File: config.mk
export PLATFORM = sky130hd
export DESIGN_NAME = alu_ctrl_seq
export DESIGN_NICKNAME = d
export VERILOG_FILES = /design/src/rtl/alu_pkg.sv /design/src/rtl/alu_ctrl_decode.sv /design/src/rtl/alu_ctrl_seq.sv
export SDC_FILE = /design/constraint.sdc
export NUM_CORES = 1
export LEC_CHECK = 0
export BUFFER_PORTS_ARGS = -buffer_cell sky130_fd_sc_hd__buf_2
export CAP_MARGIN = 20
export CORE_MARGIN = 5
export CORE_UTILIZATION = 35
export CTS_CLUSTER_SIZE = 14
export DETAILED_ROUTE_END_ITERATION = 6
export PLACE_DENSITY_LB_ADDON = 0.2
export SETUP_SLACK_MARGIN = 0.5
export SLEW_MARGIN = 15
export SYNTH_ARGS = -nofsm -noshare
export SYNTH_HDL_FRONTEND = slang
export SYNTH_HIERARCHICAL = 1
export SYNTH_SLANG_ARGS = --single-unit
File: constraint.sdc
create_clock -name clk_i -period 1.6 [get_ports clk_i]
set_input_delay 0.16 -clock clk_i [delete_from_list [all_inputs] [get_ports clk_i]]
set_output_delay 0.16 -clock clk_i [all_outputs]
set_load 0.01 [all_outputs]
File: src/rtl/alu_pkg.sv
// Shared encodings for the ALU control decoder and its sequencer.
package alu_pkg;

    // Full {funct7,funct3} encodings for R-type and the shift-immediate
    localparam logic [9:0] FUNCT_AND = 10'h007;
    localparam logic [9:0] FUNCT_XOR = 10'h004;
    localparam logic [9:0] FUNCT_SLL = 10'h001;
    localparam logic [9:0] FUNCT_ADD = 10'h000;
    localparam logic [9:0] FUNCT_SUB = 10'h100;
    localparam logic [9:0] FUNCT_MUL = 10'h008;
    localparam logic [9:0] FUNCT_SRA = 10'h105;

    localparam logic [2:0] FUNCT3_ADDI = 3'b000;

    localparam logic [2:0] ALU_AND = 3'b000;
    localparam logic [2:0] ALU_XOR = 3'b001;
    localparam logic [2:0] ALU_SLL = 3'b010;
    localparam logic [2:0] ALU_ADD = 3'b011;
    localparam logic [2:0] ALU_SUB = 3'b100;
    localparam logic [2:0] ALU_MUL = 3'b101;
    localparam logic [2:0] ALU_SRA = 3'b110;

    localparam logic [1:0] ALUOP_LDST = 2'b00;
    localparam logic [1:0] ALUOP_BR   = 2'b01;
    localparam logic [1:0] ALUOP_R    = 2'b10;
    localparam logic [1:0] ALUOP_I    = 2'b11;

    typedef enum logic {
        ST_IDLE = 1'b0,
        ST_BUSY = 1'b1
    } state_e;

endpackage

File: src/rtl/alu_ctrl_decode.sv
// Pure combinational {funct7,funct3}/ALUOp to ALU control code decoder.
module alu_ctrl_decode
    import alu_pkg::*;
(
    input  logic [9:0] funct_i,
    input  logic [1:0] ALUOp_i,
    output logic [2:0] code_o,
    output logic       is_mul_o,
    output logic       illegal_o
);

    always_comb begin
        code_o    = ALU_ADD;
        is_mul_o  = 1'b0;
        illegal_o = 1'b0;
        case (ALUOp_i)
            ALUOP_LDST: code_o = ALU_ADD;
            ALUOP_BR:   code_o = ALU_SUB;
            ALUOP_R: begin
                case (funct_i)
                    FUNCT_AND: code_o = ALU_AND;
                    FUNCT_XOR: code_o = ALU_XOR;
                    FUNCT_SLL: code_o = ALU_SLL;
                    FUNCT_ADD: code_o = ALU_ADD;
                    FUNCT_SUB: code_o = ALU_SUB;
                    FUNCT_MUL: begin
                        code_o   = ALU_MUL;
                        is_mul_o = 1'b1;
                    end
                    default:   illegal_o = 1'b1;
                endcase
            end
            default: begin
                // I-type: funct7 carries immediate bits except for the shift form
                if (funct_i[2:0] == FUNCT3_ADDI) begin
                    code_o = ALU_ADD;
                end else if (funct_i == FUNCT_SRA) begin
                    code_o = ALU_SRA;
                end else begin
                    illegal_o = 1'b1;
                end
            end
        endcase
    end

endmodule

File: src/rtl/alu_ctrl_seq.sv
// Registered ALU control with valid/ready handshake, flush and multi-cycle MUL sequencing.
module alu_ctrl_seq
    import alu_pkg::*;
#(
    parameter int MUL_CYCLES = 4
) (
    input  logic       clk_i,
    input  logic       rst_i,
    input  logic       valid_i,
    output logic       ready_o,
    input  logic [9:0] funct_i,
    input  logic [1:0] ALUOp_i,
    input  logic       flush_i,
    output logic [2:0] ALUCtrl_o,
    output logic       ctrl_valid_o,
    output logic       illegal_o,
    output logic       mul_start_o,
    output logic       stall_o
);

    localparam int CNT_W = $clog2(MUL_CYCLES + 1);
    localparam logic [CNT_W-1:0] CNT_LOAD = CNT_W'(MUL_CYCLES - 1);

    state_e           state_q, state_d;
    logic [CNT_W-1:0] cnt_q, cnt_d;
    logic [2:0]       alu_q, alu_d;
    logic             vld_q, vld_d;
    logic             ill_q, ill_d;
    logic             start_q, start_d;

    logic [2:0] dec_code;
    logic       dec_mul;
    logic       dec_ill;
    logic       accept;

    alu_ctrl_decode u_decode (
        .funct_i   (funct_i),
        .ALUOp_i   (ALUOp_i),
        .code_o    (dec_code),
        .is_mul_o  (dec_mul),
        .illegal_o (dec_ill)
    );

    assign ready_o = (state_q == ST_IDLE) && !rst_i;
    assign accept  = valid_i && ready_o && !flush_i;

    always_comb begin
        state_d = state_q;
        cnt_d   = cnt_q;
        alu_d   = alu_q;
        vld_d   = 1'b0;
        ill_d   = 1'b0;
        start_d = 1'b0;
        case (state_q)
            ST_IDLE: begin
                if (accept) begin
                    if (dec_mul) begin
                        state_d = ST_BUSY;
                        cnt_d   = CNT_LOAD;
                        alu_d   = ALU_MUL;
                        start_d = 1'b1;
                    end else begin
                        alu_d = dec_code;
                        vld_d = 1'b1;
                        ill_d = dec_ill;
                    end
                end
            end
            ST_BUSY: begin
                // Flush abandons the multiply silently; the held code stays visible
                if (flush_i) begin
                    state_d = ST_IDLE;
                    cnt_d   = '0;
                end else if (cnt_q == '0) begin
                    state_d = ST_IDLE;
                    vld_d   = 1'b1;
                end else begin
                    cnt_d = cnt_q - CNT_W'(1);
                end
            end
            default: state_d = ST_IDLE;
        endcase
    end

    always_ff @(posedge clk_i) begin
        if (rst_i) begin
            state_q <= ST_IDLE;
            cnt_q   <= '0;
            alu_q   <= ALU_ADD;
            vld_q   <= 1'b0;
            ill_q   <= 1'b0;
            start_q <= 1'b0;
        end else begin
            state_q <= state_d;
            cnt_q   <= cnt_d;
            alu_q   <= alu_d;
            vld_q   <= vld_d;
            ill_q   <= ill_d;
            start_q <= start_d;
        end
    end

    assign ALUCtrl_o    = alu_q;
    assign ctrl_valid_o = vld_q;
    assign illegal_o    = ill_q;
    assign mul_start_o  = start_q;
    assign stall_o      = (state_q == ST_BUSY);

endmodule

Word-level counts from Yosys, hierarchy flattened
Cells that the tools add are included.
{"block": "op_classes", "reduce_logical": 15, "add_sub_neg": 1, "bitwise_logic": 2, "n_eq_ne": 11, "n_mux": 26}
{"operator": "3-bit 2-to-1 mux", "count": 7}
{"operator": "10-bit by 3-bit == test with 1-bit output (second input constant)", "count": 2}
{"operator": "10-bit by 9-bit == test with 1-bit output (second input constant)", "count": 2}
{"operator": "3-bit one-hot mux with 5 select lines", "count": 1}
{"operator": "1-bit 2-to-1 mux", "count": 13}
{"operator": "10-bit by 1-bit == test with 1-bit output (second input constant)", "count": 1}
{"operator": "10-bit by 4-bit == test with 1-bit output (second input constant)", "count": 1}
{"operator": "10-bit logical NOT", "count": 1}
{"operator": "3-bit one-hot mux with 3 select lines", "count": 1}
{"operator": "3-bit logical NOT", "count": 2}
{"operator": "1-bit one-hot mux with 2 select lines", "count": 3}
{"operator": "3-bit one-hot mux with 2 select lines", "count": 1}
{"operator": "6-bit OR reduction", "count": 1}
{"operator": "2-bit inequality test (second input constant)", "count": 2}
{"operator": "2-bit OR reduction", "count": 2}
{"operator": "4-bit OR reduction", "count": 1}
{"operator": "1-bit logical AND", "count": 3}
{"operator": "3-bit inequality test (second input constant)", "count": 1}
{"operator": "3-bit AND reduction", "count": 1}
{"operator": "3-bit by 1-bit subtractor with 3-bit output (second input constant)", "count": 1}
{"operator": "2-bit by 1-bit == test with 1-bit output (second input constant)", "count": 1}
{"operator": "2-bit == test (second input constant)", "count": 1}
{"operator": "1-bit logical NOT", "count": 2}
{"operator": "2-bit logical NOT", "count": 1}
{"operator": "2 further kinds", "count": 3}
{"block": "totals", "regBits": 10, "elab_cells": 61, "in_bits": 16}

Depth between registers and ports, before layout
{"block": "logic_depth", "ltp_word": 6, "mapped_depth": 8}

Hierarchy
The synthesis kept the hierarchy.
{"mod": "alu_ctrl_seq", "cells_per_inst": 52, "area_per_inst_um2": 485.5, "instances": 1, "seq_area_each_um2": 200.2}
{"mod": "alu_ctrl_decode", "cells_per_inst": 44, "area_per_inst_um2": 304.0, "instances": 1, "seq_area_each_um2": 0.0}

Worst setup path after synthesis
No wires, ideal clock.
{"block": "synth_timing", "path_kind": "input to register", "from": "in ALUOp_i[0]", "to": "reg cnt_q[1]", "path_buffers": 1, "arrival_ns": 1.520, "setup_slack_ns": -0.032, "required_time_ns": 1.488, "cell_stages": 6, "cell_sequence": "nor4_1 > nand2_1 > nor4_1 > clkbuf_1 > a311oi_1 > a2111oi_1"}
{"block": "synth_between", "elab_chain_cells": 4}
{"element": "start: declaration", "line": "alu_ctrl_seq.sv:12", "text": "input logic [1:0] ALUOp_i,"}
{"element": "2-bit == test", "line": "alu_ctrl_decode.sv:16", "text": "case (ALUOp_i)"}
{"element": "1-bit 2-to-1 mux", "line": "alu_ctrl_decode.sv:16"}
{"element": "via dec_mul", "line": "alu_ctrl_seq.sv:32", "text": "logic dec_mul;"}
{"element": "2-bit inequality test (no source line)"}
{"element": "3-bit AND reduction (no source line)"}
{"element": "end signal: assignment", "line": "alu_ctrl_seq.sv:95", "text": "cnt_q <= cnt_d;"}
{"element": "end: declaration", "line": "alu_ctrl_seq.sv:25", "text": "logic [CNT_W-1:0] cnt_q, cnt_d;"}
The timed path passes the listed nets, and every way through them passes these cells.
A chain may end at the register's enable or synchronous reset.

Worst setup path in the final report
{"block": "layout_timing", "from": "reg cnt_q[0]", "to": "reg cnt_q[2]"}
{"block": "layout_between", "elab_chain_cells": 4, "word_cells_on_any_way": 7}
{"element": "3-bit by 1-bit subtractor with 3-bit output", "line": "alu_ctrl_seq.sv:78", "text": "cnt_d = cnt_q - CNT_W'(1);"}
{"element": "3-bit 2-to-1 mux", "line": "alu_ctrl_seq.sv:74", "text": "end else if (cnt_q == '0) begin"}
{"element": "3-bit 2-to-1 mux", "line": "alu_ctrl_seq.sv:71", "text": "if (flush_i) begin"}
{"element": "3-bit one-hot mux with 2 select lines", "line": "alu_ctrl_seq.sv:54", "text": "case (state_q)"}
Parallel ways exist; a longest one is shown, timed or not. The select of a mux whose other input is x is not followed.

==> implementation parameters <==
Parameter                              Value

Status
  Status ... finished, final reports clean

Power
  Static leakage ... 0.000484 uW
  Power density over the cells ... 510 nW/um2
  Worst vdd rail ir drop ... 365 uV

Yosys
  Post-synth design cell area ... 790 um2
  #FFs+latches synth ... 10
  Adder-Cell Fraction of Synth Area ... 4.44%
  Proportion of netlist area held by the largest area contributor ... 25.4%
  Cell taking the most area after synthesis ... sky130_fd_sc_hd__dfxtp_1
  Mux cell area share after synthesis ... 0%
  Top cells by instance count after synthesis ... sky130_fd_sc_hd__dfxtp_1, sky130_fd_sc_hd__buf_2
  Share of flip-flops with an asynchronous set or reset after synthesis ... 0%
  Post-synth EDFFs ... 0
  Complex-gate fraction of the synthesized area ... 22.7%
  Post-Synthesis Cells ... 96
  Dominant register cell in the synthesized netlist ... sky130_fd_sc_hd__dfxtp_1
  Count leader, synth ... sky130_fd_sc_hd__dfxtp_1
  Post-synthesis cell type count ... 41
  Dominant combinational cell family by area after synthesis ... simple AND/OR/NAND/NOR gates
  Register area share after synthesis ... 25.4%
  Simple-Gate Fraction of Synth Area ... 35.5%
  Avg Synthesized Cell Area ... 8.22 um2
  Xor and xnor fraction of the mapped netlist area ... 4.44%
  Synth Net Count ... 114
  Cell types with the largest area share after synthesis ... sky130_fd_sc_hd__dfxtp_1, sky130_fd_sc_hd__nor4_1, sky130_fd_sc_hd__buf_2
  Total of warnings raised by yosys ... 6

Global route
  Overflow after GRT ... 0
  Antenna violations before repair ... 0
  Maximum number of pins on one net before global-route repair ... 12
  Vias in the first global route ... 859
  Global router's overall resource usage ... 13.1%
  Global-route wire length before repair ... 3.52 mm

Timing
  RSZ-0062 raised after global routing ... yes
  Achievable Freq ... 0.711 GHz
  Slew Viols, Final ... 0
  Setup Total Neg Slack ... 0 ns
  Tcrit/Tclk final ... 87.9%
  Final number of hold-violating endpoints ... 0
  Worst-margin pin slew ... 0.305 ns
  Minimum period implied by the final worst setup slack ... 1.41 ns
  Worst setup skew after layout ... 0.000920 ns
  Max-slew headroom at the worst pin ... 79.6%
  # setup viols final ... 0

CTS
  Clock slew at the register clock pins of the worst setup and hold paths ... 0.07 ns
  Number of clock sinks seen by CTS ... 10
  CTS HTree Levels ... 1
  CTS root buf ... sky130_fd_sc_hd__clkbuf_4
  CTS tree ... built
  Hold_buf cts ... 0
  TritonCTS buffer count ... 3
  Clock insertion delay at the later pin of the skew report ... 0.26 ns
  Number of buffers between clock root and the deepest sink ... 2

Job
  Max-cap viol count ... 0

Setup path
  WP data required ... 1.79 ns
  Critical Path AT ... 1.60 ns
  Critical setup path kind ... flip-flop to flip-flop
  Launching element type of the critical path ... flip-flop
  Crit Path Max Fanout ... 4
  Setup crit end kind ... flip-flop

Die
  Core area ... 2190 um2
  Die area ... 3310 um2
  Row cnt ... 17
  Starting density of the core ... 36.0%
  I/O pin total ... 24
  Horizontal die dimension ... 57.5 um
  Height of the chip ... 57.5 um

Detailed routing
  Number of remaining DRC errors ... 0
  Initial DRT Pass Iterations ... 4
  Post-detailed-routing wire length ... 2.15 mm
  Post-route antenna net violation count ... 0
  Detail-routed net length per standard cell ... 13.3 um
  Vias after detailed routing ... 893
  Iteration-0 DRC Markers ... 18
  Routed vias/inst ... 5.51

Cells and area
  Share of layout cells above drive strength 1 ... 49.3%
  Layout Area Growth over Synthesis ... 56.3%
  Multi-input gate area ... 631 um2
  Number of non-filler instances in the completed layout ... 162
  Net count of the finished layout ... 153
  Number of fill cells in the layout ... 222
  Diodes inserted ... 0
  Storage cell area ... 204 um2

Place
  Sum of net half-perimeters after detailed placement ... 1.60 mm
  Placed Cells ... 152
  Quantity of I/O buffers inserted on ports ... 23
  RD Place Congestion ... 0.762

Hold path
  Hold WC Path Type ... input port to flip-flop
[layout make-up]
cell class,count,area share (%)
Sequential cell,10,16.5
Clock buffer,4,2.94
Inverter,6,1.83
Multi-Input combinational cell,72,51.1
Tap cell,28,2.84
Timing Repair Buffer,42,24.7
[critical path, stage by stage, from the launching register on]
cell and delay (ns):
sky130_fd_sc_hd__dfxtp_2 0.35, sky130_fd_sc_hd__inv_2 0.06, sky130_fd_sc_hd__ha_4 0.16, sky130_fd_sc_hd__ha_4 0.16, sky130_fd_sc_hd__or4_1 0.46, sky130_fd_sc_hd__a31oi_1 0.15
[power breakdown]
part | internal, uW | switching (uW) | total [uW] | leakage, uW
Sequential | 252 | 1.17 | 254 | 0.0000826
Clock | 138 | 88.9 | 227 | 0.0000210
Combinational | 72.2 | 76.3 | 148 | 0.000381
[path summary, 6_finish.rpt]
path                             start                         to  cells after the start  slack, ns
max reg2reg      cnt_q[0]$_SDFFE_PP0P_      cnt_q[2]$_SDFFE_PP0P_                      5       0.19
max              cnt_q[0]$_SDFFE_PP0P_      cnt_q[2]$_SDFFE_PP0P_                      5       0.19
min                            flush_i         stall_o$_SDFF_PP0_                      2       0.18
min reg2reg  ALUCtrl_o[2]$_SDFFE_PP0P_  ALUCtrl_o[2]$_SDFFE_PP0P_                      2       0.47
[flip-flops by register name, summed over array words and instances (netlist names)]
signal        count
ctrl_valid_o      1
illegal_o         1
stall_o           1
ALUCtrl_o         3
cnt_q             3
mul_start_o       1
[placed cells by master, fill, tap and decap left out, drive strengths merged, types with 2 or more instances in the layout]
master | netlist | routed
nand2 | 2 | 2
nor3 | 6 | 6
o21bai | 2 | 2
inv | 6 | 6
dfxtp | 10 | 10
nor2b | 3 | 3
clkbuf | 2 | 4
nor2 | 6 | 6
nor3b | 3 | 3
a21oi | 2 | 2
nor4 | 6 | 6
ha | 2 | 2
nand2b | 2 | 2
xnor2 | 3 | 3
a31oi | 3 | 3
a22oi | 2 | 2
and3 | 3 | 3
a311o | 2 | 2
a211oi | 3 | 3
buf | 6 | 42
or4 | 2 | 2
nand4b | 3 | 3
o21ai | 5 | 5
[cell families after synthesis]
family          count (synthesis)
compound gates                 25
buf+inv                        14
xor+xnor                        4
flops                          10
simple gates                   40
fa+ha+maj                       3
[metrics by stage]
step	setup slack [ns]	total power (uW)	area (um2)	util (%)	hold slack, ns
5_1_grt	0.141	666	1230	56.3	0.175
3_3_place_gp	-0.0524	386	1030	47.0	0.458
2_1_floorplan	0.107	337	832	-	0.239
6_report	0.194	629	1230	56.3	0.177
4_1_cts	0.170	622	1110	50.9	0.192
3_5_place_dp	-0.116	389	1030	47.0	0.460
[routing by layer]
layer | part of all wire, % | vias up | track usage (%)
li1 | - | 445 | -
met1 | 41 | 431 | 14.2
met2 | 53 | 15 | 23.5
met3 | 4.1 | 2 | 3.62
met4 | 1.1 | 0 | 5.63
met5 | 0 | - | 0
[timing repair]
action	4_1_cts	5_1_grt
resized for setup	6	22
pin swaps	4	4
endpoints found under the setup margin	12	12
setup buffers	4	2
(Power assumes the default switching activity.)
